--- src/rtl/rv32i_pkg.sv ---
// Shared constants for the nano RV32I core: ALU opcodes, RV32I encodings,
// control FSM state encoding and datapath mux selects.
package rv32i_pkg;

  localparam logic [3:0] ALU_ADD  = 4'b0000;
  localparam logic [3:0] ALU_SUB  = 4'b0001;
  localparam logic [3:0] ALU_SLL  = 4'b0010;
  localparam logic [3:0] ALU_XOR  = 4'b0011;
  localparam logic [3:0] ALU_OR   = 4'b0100;
  localparam logic [3:0] ALU_AND  = 4'b0101;
  localparam logic [3:0] ALU_SRL  = 4'b0110;
  localparam logic [3:0] ALU_SRA  = 4'b0111;
  localparam logic [3:0] ALU_SLT  = 4'b1000;
  localparam logic [3:0] ALU_SLTU = 4'b1001;
  localparam logic [3:0] ALU_SGEU = 4'b1010;
  localparam logic [3:0] ALU_SGE  = 4'b1011;

  localparam logic [6:0] OPC_LUI    = 7'b0110111;
  localparam logic [6:0] OPC_AUIPC  = 7'b0010111;
  localparam logic [6:0] OPC_JAL    = 7'b1101111;
  localparam logic [6:0] OPC_JALR   = 7'b1100111;
  localparam logic [6:0] OPC_BRANCH = 7'b1100011;
  localparam logic [6:0] OPC_LOAD   = 7'b0000011;
  localparam logic [6:0] OPC_STORE  = 7'b0100011;
  localparam logic [6:0] OPC_OP_IMM = 7'b0010011;
  localparam logic [6:0] OPC_OP     = 7'b0110011;

  localparam logic [2:0] F3_ADD  = 3'b000;
  localparam logic [2:0] F3_SLL  = 3'b001;
  localparam logic [2:0] F3_SLT  = 3'b010;
  localparam logic [2:0] F3_SLTU = 3'b011;
  localparam logic [2:0] F3_XOR  = 3'b100;
  localparam logic [2:0] F3_SR   = 3'b101;
  localparam logic [2:0] F3_OR   = 3'b110;
  localparam logic [2:0] F3_AND  = 3'b111;

  localparam logic [2:0] F3_BEQ  = 3'b000;
  localparam logic [2:0] F3_BNE  = 3'b001;
  localparam logic [2:0] F3_BLT  = 3'b100;
  localparam logic [2:0] F3_BGE  = 3'b101;
  localparam logic [2:0] F3_BLTU = 3'b110;
  localparam logic [2:0] F3_BGEU = 3'b111;

  localparam logic [1:0] SRC_A_RS1  = 2'd0;
  localparam logic [1:0] SRC_A_PC   = 2'd1;
  localparam logic [1:0] SRC_A_ZERO = 2'd2;
  localparam logic [1:0] SRC_B_RS2  = 2'd0;
  localparam logic [1:0] SRC_B_IMM  = 2'd1;
  localparam logic [1:0] SRC_B_FOUR = 2'd2;

  localparam logic [1:0] WB_ALU = 2'd0;
  localparam logic [1:0] WB_MEM = 2'd1;
  localparam logic [1:0] WB_PC4 = 2'd2;

  typedef enum logic [2:0] {
    S_FETCH  = 3'd0,
    S_DECODE = 3'd1,
    S_EXEC   = 3'd2,
    S_MEM    = 3'd3,
    S_WB     = 3'd4,
    S_BRANCH = 3'd5,
    S_TRAP   = 3'd6
  } state_t;

  // Register-register ops use funct7[5] for SUB and SRA; immediate ops only for SRAI.
  function automatic logic [3:0] alu_fn(input logic [2:0] funct3,
                                        input logic       funct7_b5,
                                        input logic       is_reg);
    logic [3:0] op;
    op = ALU_ADD;
    case (funct3)
      F3_ADD:  op = (is_reg && funct7_b5) ? ALU_SUB : ALU_ADD;
      F3_SLL:  op = ALU_SLL;
      F3_SLT:  op = ALU_SLT;
      F3_SLTU: op = ALU_SLTU;
      F3_XOR:  op = ALU_XOR;
      F3_SR:   op = funct7_b5 ? ALU_SRA : ALU_SRL;
      F3_OR:   op = ALU_OR;
      F3_AND:  op = ALU_AND;
      default: op = ALU_ADD;
    endcase
    return op;
  endfunction

endpackage

--- src/rtl/mc_control_unit_alu_op_decoder.sv ---
// Combinational map from {opcode, funct3, funct7[5]} to the ALU opcode and
// a legality flag used by the control FSM to detect illegal instructions.
module alu_op_decoder
  import rv32i_pkg::*;
(
  input  logic [6:0] opcode,
  input  logic [2:0] funct3,
  input  logic       funct7_b5,
  output logic [3:0] alu_op,
  output logic       legal
);

  always_comb begin
    alu_op = ALU_ADD;
    legal  = 1'b0;
    case (opcode)
      OPC_OP: begin
        legal  = 1'b1;
        alu_op = alu_fn(funct3, funct7_b5, 1'b1);
      end
      OPC_OP_IMM: begin
        legal  = 1'b1;
        alu_op = alu_fn(funct3, funct7_b5, 1'b0);
      end
      OPC_BRANCH: begin
        legal = 1'b1;
        case (funct3)
          F3_BEQ, F3_BNE: alu_op = ALU_SUB;
          F3_BLT:         alu_op = ALU_SLT;
          F3_BGE:         alu_op = ALU_SGE;
          F3_BLTU:        alu_op = ALU_SLTU;
          F3_BGEU:        alu_op = ALU_SGEU;
          default:        legal  = 1'b0;
        endcase
      end
      OPC_LUI, OPC_AUIPC, OPC_JAL, OPC_JALR, OPC_LOAD, OPC_STORE: begin
        legal  = 1'b1;
        alu_op = ALU_ADD;
      end
      default: begin
        legal  = 1'b0;
        alu_op = ALU_ADD;
      end
    endcase
  end

endmodule

--- src/rtl/mc_control_unit.sv ---
// Multi-cycle control FSM for the nano RV32I core: sequences fetch, decode,
// execute, memory and writeback, and drives the datapath/ALU controls.
module mc_control_unit
  import rv32i_pkg::*;
#(
  parameter logic [2:0] RESET_STATE = 3'd0,
  parameter bit         HAS_TRAP    = 1'b1
) (
  input  logic        clk_i,
  input  logic        rst_i,
  input  logic [31:0] instr_i,
  input  logic        alu_zero_i,
  input  logic        mem_ready_i,
  output logic [3:0]  alu_op_o,
  output logic [1:0]  alu_src_a_o,
  output logic [1:0]  alu_src_b_o,
  output logic        ir_write_o,
  output logic        pc_write_o,
  output logic        pc_inc_o,
  output logic        mem_req_o,
  output logic        mem_we_o,
  output logic        mem_is_fetch_o,
  output logic        reg_write_o,
  output logic [1:0]  wb_sel_o,
  output logic        trap_o,
  output logic [2:0]  state_o
);

  state_t     state_reg, state_next;
  logic       trap_reg;
  logic [6:0] opcode;
  logic [2:0] funct3;
  logic [4:0] rd;
  logic       funct7_b5;
  logic [3:0] dec_alu_op;
  logic       dec_legal;
  logic       is_mem_op;
  logic       branch_taken;
  logic       unused_instr_bits;

  assign opcode    = instr_i[6:0];
  assign rd        = instr_i[11:7];
  assign funct3    = instr_i[14:12];
  assign funct7_b5 = instr_i[30];
  assign is_mem_op = (opcode == OPC_LOAD) || (opcode == OPC_STORE);

  // Immediate and register-index fields are consumed by the datapath, not here.
  assign unused_instr_bits = ^{instr_i[31], instr_i[29:15]};

  alu_op_decoder u_alu_op_decoder (
    .opcode    (opcode),
    .funct3    (funct3),
    .funct7_b5 (funct7_b5),
    .alu_op    (dec_alu_op),
    .legal     (dec_legal)
  );

  // BEQ is the only branch taken on a zero ALU result.
  assign branch_taken = (funct3 == F3_BEQ) ? alu_zero_i : ~alu_zero_i;

  always_ff @(posedge clk_i) begin
    if (rst_i) begin
      state_reg <= state_t'(RESET_STATE);
      trap_reg  <= 1'b0;
    end else begin
      state_reg <= state_next;
      trap_reg  <= trap_reg | (state_next == S_TRAP);
    end
  end

  always_comb begin
    state_next     = state_reg;
    alu_op_o       = ALU_ADD;
    alu_src_a_o    = SRC_A_RS1;
    alu_src_b_o    = SRC_B_RS2;
    ir_write_o     = 1'b0;
    pc_write_o     = 1'b0;
    pc_inc_o       = 1'b0;
    mem_req_o      = 1'b0;
    mem_we_o       = 1'b0;
    mem_is_fetch_o = 1'b0;
    reg_write_o    = 1'b0;
    wb_sel_o       = WB_ALU;
    case (state_reg)
      S_FETCH: begin
        mem_req_o      = 1'b1;
        mem_is_fetch_o = 1'b1;
        if (mem_ready_i) begin
          ir_write_o = 1'b1;
          pc_inc_o   = 1'b1;
          state_next = S_DECODE;
        end
      end
      S_DECODE: begin
        if (!dec_legal) begin
          state_next = HAS_TRAP ? S_TRAP : S_FETCH;
        end else if (opcode == OPC_BRANCH) begin
          state_next = S_BRANCH;
        end else begin
          state_next = S_EXEC;
        end
      end
      S_EXEC: begin
        alu_op_o = dec_alu_op;
        case (opcode)
          OPC_OP: begin
            alu_src_a_o = SRC_A_RS1;
            alu_src_b_o = SRC_B_RS2;
          end
          OPC_LUI: begin
            alu_src_a_o = SRC_A_ZERO;
            alu_src_b_o = SRC_B_IMM;
          end
          OPC_AUIPC: begin
            alu_src_a_o = SRC_A_PC;
            alu_src_b_o = SRC_B_IMM;
          end
          OPC_JAL: begin
            alu_src_a_o = SRC_A_PC;
            alu_src_b_o = SRC_B_IMM;
            pc_write_o  = 1'b1;
          end
          OPC_JALR: begin
            alu_src_a_o = SRC_A_RS1;
            alu_src_b_o = SRC_B_IMM;
            pc_write_o  = 1'b1;
          end
          default: begin
            alu_src_a_o = SRC_A_RS1;
            alu_src_b_o = SRC_B_IMM;
          end
        endcase
        state_next = is_mem_op ? S_MEM : S_WB;
      end
      S_MEM: begin
        mem_req_o = 1'b1;
        mem_we_o  = (opcode == OPC_STORE);
        if (mem_ready_i) begin
          state_next = (opcode == OPC_LOAD) ? S_WB : S_FETCH;
        end
      end
      S_WB: begin
        reg_write_o = (rd != 5'd0);
        if (opcode == OPC_LOAD) begin
          wb_sel_o = WB_MEM;
        end else if ((opcode == OPC_JAL) || (opcode == OPC_JALR)) begin
          wb_sel_o = WB_PC4;
        end else begin
          wb_sel_o = WB_ALU;
        end
        state_next = S_FETCH;
      end
      S_BRANCH: begin
        // Target comes from a dedicated PC+imm adder, so pc_write rides on the compare.
        alu_op_o    = dec_alu_op;
        alu_src_a_o = SRC_A_RS1;
        alu_src_b_o = SRC_B_RS2;
        pc_write_o  = branch_taken;
        state_next  = S_FETCH;
      end
      S_TRAP: begin
        state_next = S_TRAP;
      end
      default: begin
        state_next = S_FETCH;
      end
    endcase
  end

  assign trap_o  = trap_reg;
  assign state_o = state_reg;

endmodule

--- config.mk ---
export PLATFORM = sky130hd
export DESIGN_NAME = mc_control_unit
export DESIGN_NICKNAME = d
export VERILOG_FILES = /design/src/rtl/rv32i_pkg.sv /design/src/rtl/mc_control_unit_alu_op_decoder.sv /design/src/rtl/mc_control_unit.sv
export SDC_FILE = /design/constraint.sdc
export NUM_CORES = 1
export LEC_CHECK = 0
export CORE_MARGIN = 2
export CORE_UTILIZATION = 30
export DETAILED_ROUTE_END_ITERATION = 6
export PLACE_DENSITY = 0.8
export SETUP_SLACK_MARGIN = 0.5
export SLEW_MARGIN = 5
export SYNTH_ARGS = -nofsm -noshare
export SYNTH_HDL_FRONTEND = slang
export SYNTH_SLANG_ARGS = --single-unit
--- constraint.sdc ---
create_clock -name clk_i -period 2.4 [get_ports clk_i]
set_input_delay 0.6 -clock clk_i [delete_from_list [all_inputs] [get_ports clk_i]]
set_output_delay 0.6 -clock clk_i [all_outputs]
set_load 0.1 [all_outputs]
==> impl_metrics.env <==
export IMPL_gr_usage_met1=0.277
export IMPL_cts_root_buf="clkbuf_4"
export IMPL_fin_skew_ns=0.00679
export IMPL_clock_sinks=4
export IMPL_cts_inserted_buffers=3
export IMPL_cp_cell_sequence="buf_6 -> and3b_2 -> nand2_4 -> nor3_4 -> nand2_2 -> a311oi_4 -> buf_12"
export IMPL_cts_tree="built"
export IMPL_htreeDepth=1
export IMPL_nFillCells=31
export IMPL_synthCells=86
export IMPL_cp_max_fo=4
export IMPL_place_hpwl_um=1890
export IMPL_use_met2=0.532
export IMPL_layout_drive_gt1_share=0.756
export IMPL_syn_avg_cell_area_sq_um=7.10
export IMPL_seqPwrFrac=0.127
export IMPL_grt_overflow=0
export IMPL_clockPowerShare=0.150
export IMPL_finalWeightedCongestion=0.733
export IMPL_die_area_sq_mm=0.00241
export IMPL_tightest_slew_ns=0.554
export IMPL_ys_seq_area_frac=0.131
export IMPL_num_nets_final=205
export IMPL_via_count=1110
export IMPL_clk_latency_ns=0.26
export IMPL_status="finished with violations"
export IMPL_max_stage_delay_ns=0.35
export IMPL_drv_slew=0
export IMPL_violations="negative setup slack"
export IMPL_track_usage=0.272
export IMPL_cp_start_kind="input port"
export IMPL_drt_antenna_violating_nets=0
export IMPL_ys_top_cells_by_area="dfxtp_1 (13%), nor2_1 (6.8%), a21oi_1 (4.9%)"
export IMPL_die_w_um=49.1
export IMPL_timing_fmax_mhz=395
export IMPL_final_core_util=0.973
export IMPL_portBuffers=39
export IMPL_power_total_uw=735
export IMPL_yosysTopAreaCellShare=0.131
export IMPL_rrSetupSlack_ns=0.92
export IMPL_grt_pass1_wl_um=5030
export IMPL_antenna_cells=0
export IMPL_p_leak_uw=0.000821
export IMPL_drt_wl_total_um=4140
export IMPL_drt_vias_per_instance=5.69
export IMPL_initial_core_util=0.314
export IMPL_yosysTopAreaCell="dfxtp_1"
export IMPL_p_per_area_mw_per_mm2=389
export IMPL_rows=16
export IMPL_route_detailed_drc=0
export IMPL_core_sq_mm=0.00194
export IMPL_grt_pass1_vias=1056
export IMPL_holdPathStages=1
export IMPL_netlist_area_sq_um=611
export IMPL_max_slew_margin=0.630
export IMPL_drt_pass1_iterations=4
export IMPL_io_pins=57
export IMPL_clockBufferDepth=2
export IMPL_ys_flop_type="dfxtp_1"
export IMPL_hold_viol_final=0
export IMPL_grt_max_degree=15
export IMPL_hold_slack_ns=0.567
export IMPL_max_cap_violations=0
export IMPL_ys_warn_count=0
export IMPL_wire_per_inst_um=21.3
export IMPL_swShare=0.527
export IMPL_synth_edff_count=0
export IMPL_syn_to_final_growth_pct=209
export IMPL_busiest_layer="met2"
export IMPL_cpMaxStageDelayCell="a311oi_4"
export IMPL_synth_seq_cells=4
export IMPL_syn_nets=122
export IMPL_drt_initial_drc_count=32
export IMPL_finalWorstSetupSlack_ns=-0.129
export IMPL_antenna_found_initial=0
export IMPL_die_h_um=49.1
export IMPL_synth_distinct_cells=40
export IMPL_combPwrFrac=0.723
export IMPL_r2r_cells=7
export IMPL_arrival_ns=1.93
export IMPL_fin_crit_sh=1.05
export IMPL_synth_commonest_cells="nor2_1 (11), nand2_1 (8), a21oi_1 (6)"
export IMPL_synth_most_common_cell="nor2_1"
export IMPL_rsz0062_at_grt="yes"
export IMPL_cp_end_kind="output port"
export IMPL_async_reset_ff_frac=0
export IMPL_min_path_type="reg2reg"
export IMPL_met3_usage=0.0706
export IMPL_worst_setup_path_type="in2out"
export IMPL_cts_clk_slew_worst_paths_ns=0.05
export IMPL_p_int_uw=347
export IMPL_switchingPower_uw=388
export IMPL_setup_viol=7
export IMPL_min_period_ns=2.53
export IMPL_critPathRequiredTime_ns=1.80
export IMPL_irDropWorstVdd_mv=0.417
area by class of cell:
| type | count | area, sq um | area share |
|---|---|---|---|
| multi-input combinational | 70 | 764 | 0.405 |
| tap | 27 | 33.8 | 0.0179 |
| clock buffer | 4 | 26.3 | 0.0139 |
| inverter | 6 | 35.0 | 0.0185 |
| sequential | 4 | 91.3 | 0.0483 |
| timing repair buffer | 84 | 938 | 0.497 |
per-layer routing:
layer	share of wire	wire length [um]
met2	0.51	2110
met4	0.036	148
met5	0	0
met3	0.083	343
met1	0.37	1540
cell families after synthesis:
group                     count (synthesis)  synth area share
and+or+nand+nor                          45             0.418
AOI/OAI and AO/OA                        22             0.271
buffers and inverters                    12             0.135
DFF                                       4             0.131
xor gates and xnor gates                  1            0.0143
muxes                                     1            0.0246
other                                     1           0.00614
worst max-delay path: cells and delay by family:
kind	cells	cell delay (ns)
compound gates	1	0.35
buf+inv	2	0.31
simple gates	4	0.66
power by group through the flow:
stage                     registers [uW]  clock network [uW]  logic, uW
after global placement              98.7                   0        407
after detailed placement            99.3                   0        413
after floorplan                      128                   0        260
after global routing                93.9                 114        545
after CTS                           89.5                96.3        458
final                               93.0                 111        531
flip-flops by register name, indices dropped and copies added (netlist names):
name	cells
trap_o	1
state_o	3
cells in the final DEF (no fill, tap or decap), types with 2 or more instances in the layout:
cell and n:
nor2_1 4, nand3_1 2, buf_6 13, buf_2 2, nand2_4 3, nor2_4 6
a21oi_4 2, nand2_1 5, clkdlybuf4s50_1 2, nor3_4 6, clkdlybuf4s15_2 2, a22oi_1 2
buf_12 17, dlygate4sd2_1 7, buf_4 37, nor2b_4 2, clkbuf_4 3, inv_1 3
buf_8 4, dfxtp_4 3, a21oi_1 3, nor3b_4 3
path summary, 6_finish.rpt:
| check | startpoint | to |
|---|---|---|
| hold reg to reg | trap_o$_SDFF_PP0_ | trap_o$_SDFF_PP0_ |
| setup / recovery | instr_i[6] | alu_op_o[0] |
| hold / removal | trap_o$_SDFF_PP0_ | trap_o$_SDFF_PP0_ |
| setup reg to reg | state_o[0]$_SDFF_PP0_ | trap_o$_SDFF_PP0_ |
metrics by stage:
stage	setup TNS, ns	setup WS, ns	instances	area (sq um)
after global routing	-0.896	-0.207	195	1890
after floorplan	-1.85	-0.436	86	843
final	-0.519	-0.129	195	1890
after global placement	-2.68	-0.418	164	1470
after CTS	-0.286	-0.144	182	1710
after detailed placement	-2.83	-0.425	164	1470
repair_timing:
action,CTS,global route
hold buffers,0,0
setup endpoints to repair,18,17
gates cloned,0,0
setup buffers,14,13
gates resized for setup,73,21
pin swaps,19,20
No activity file was read; power rests on OpenSTA's default activity.
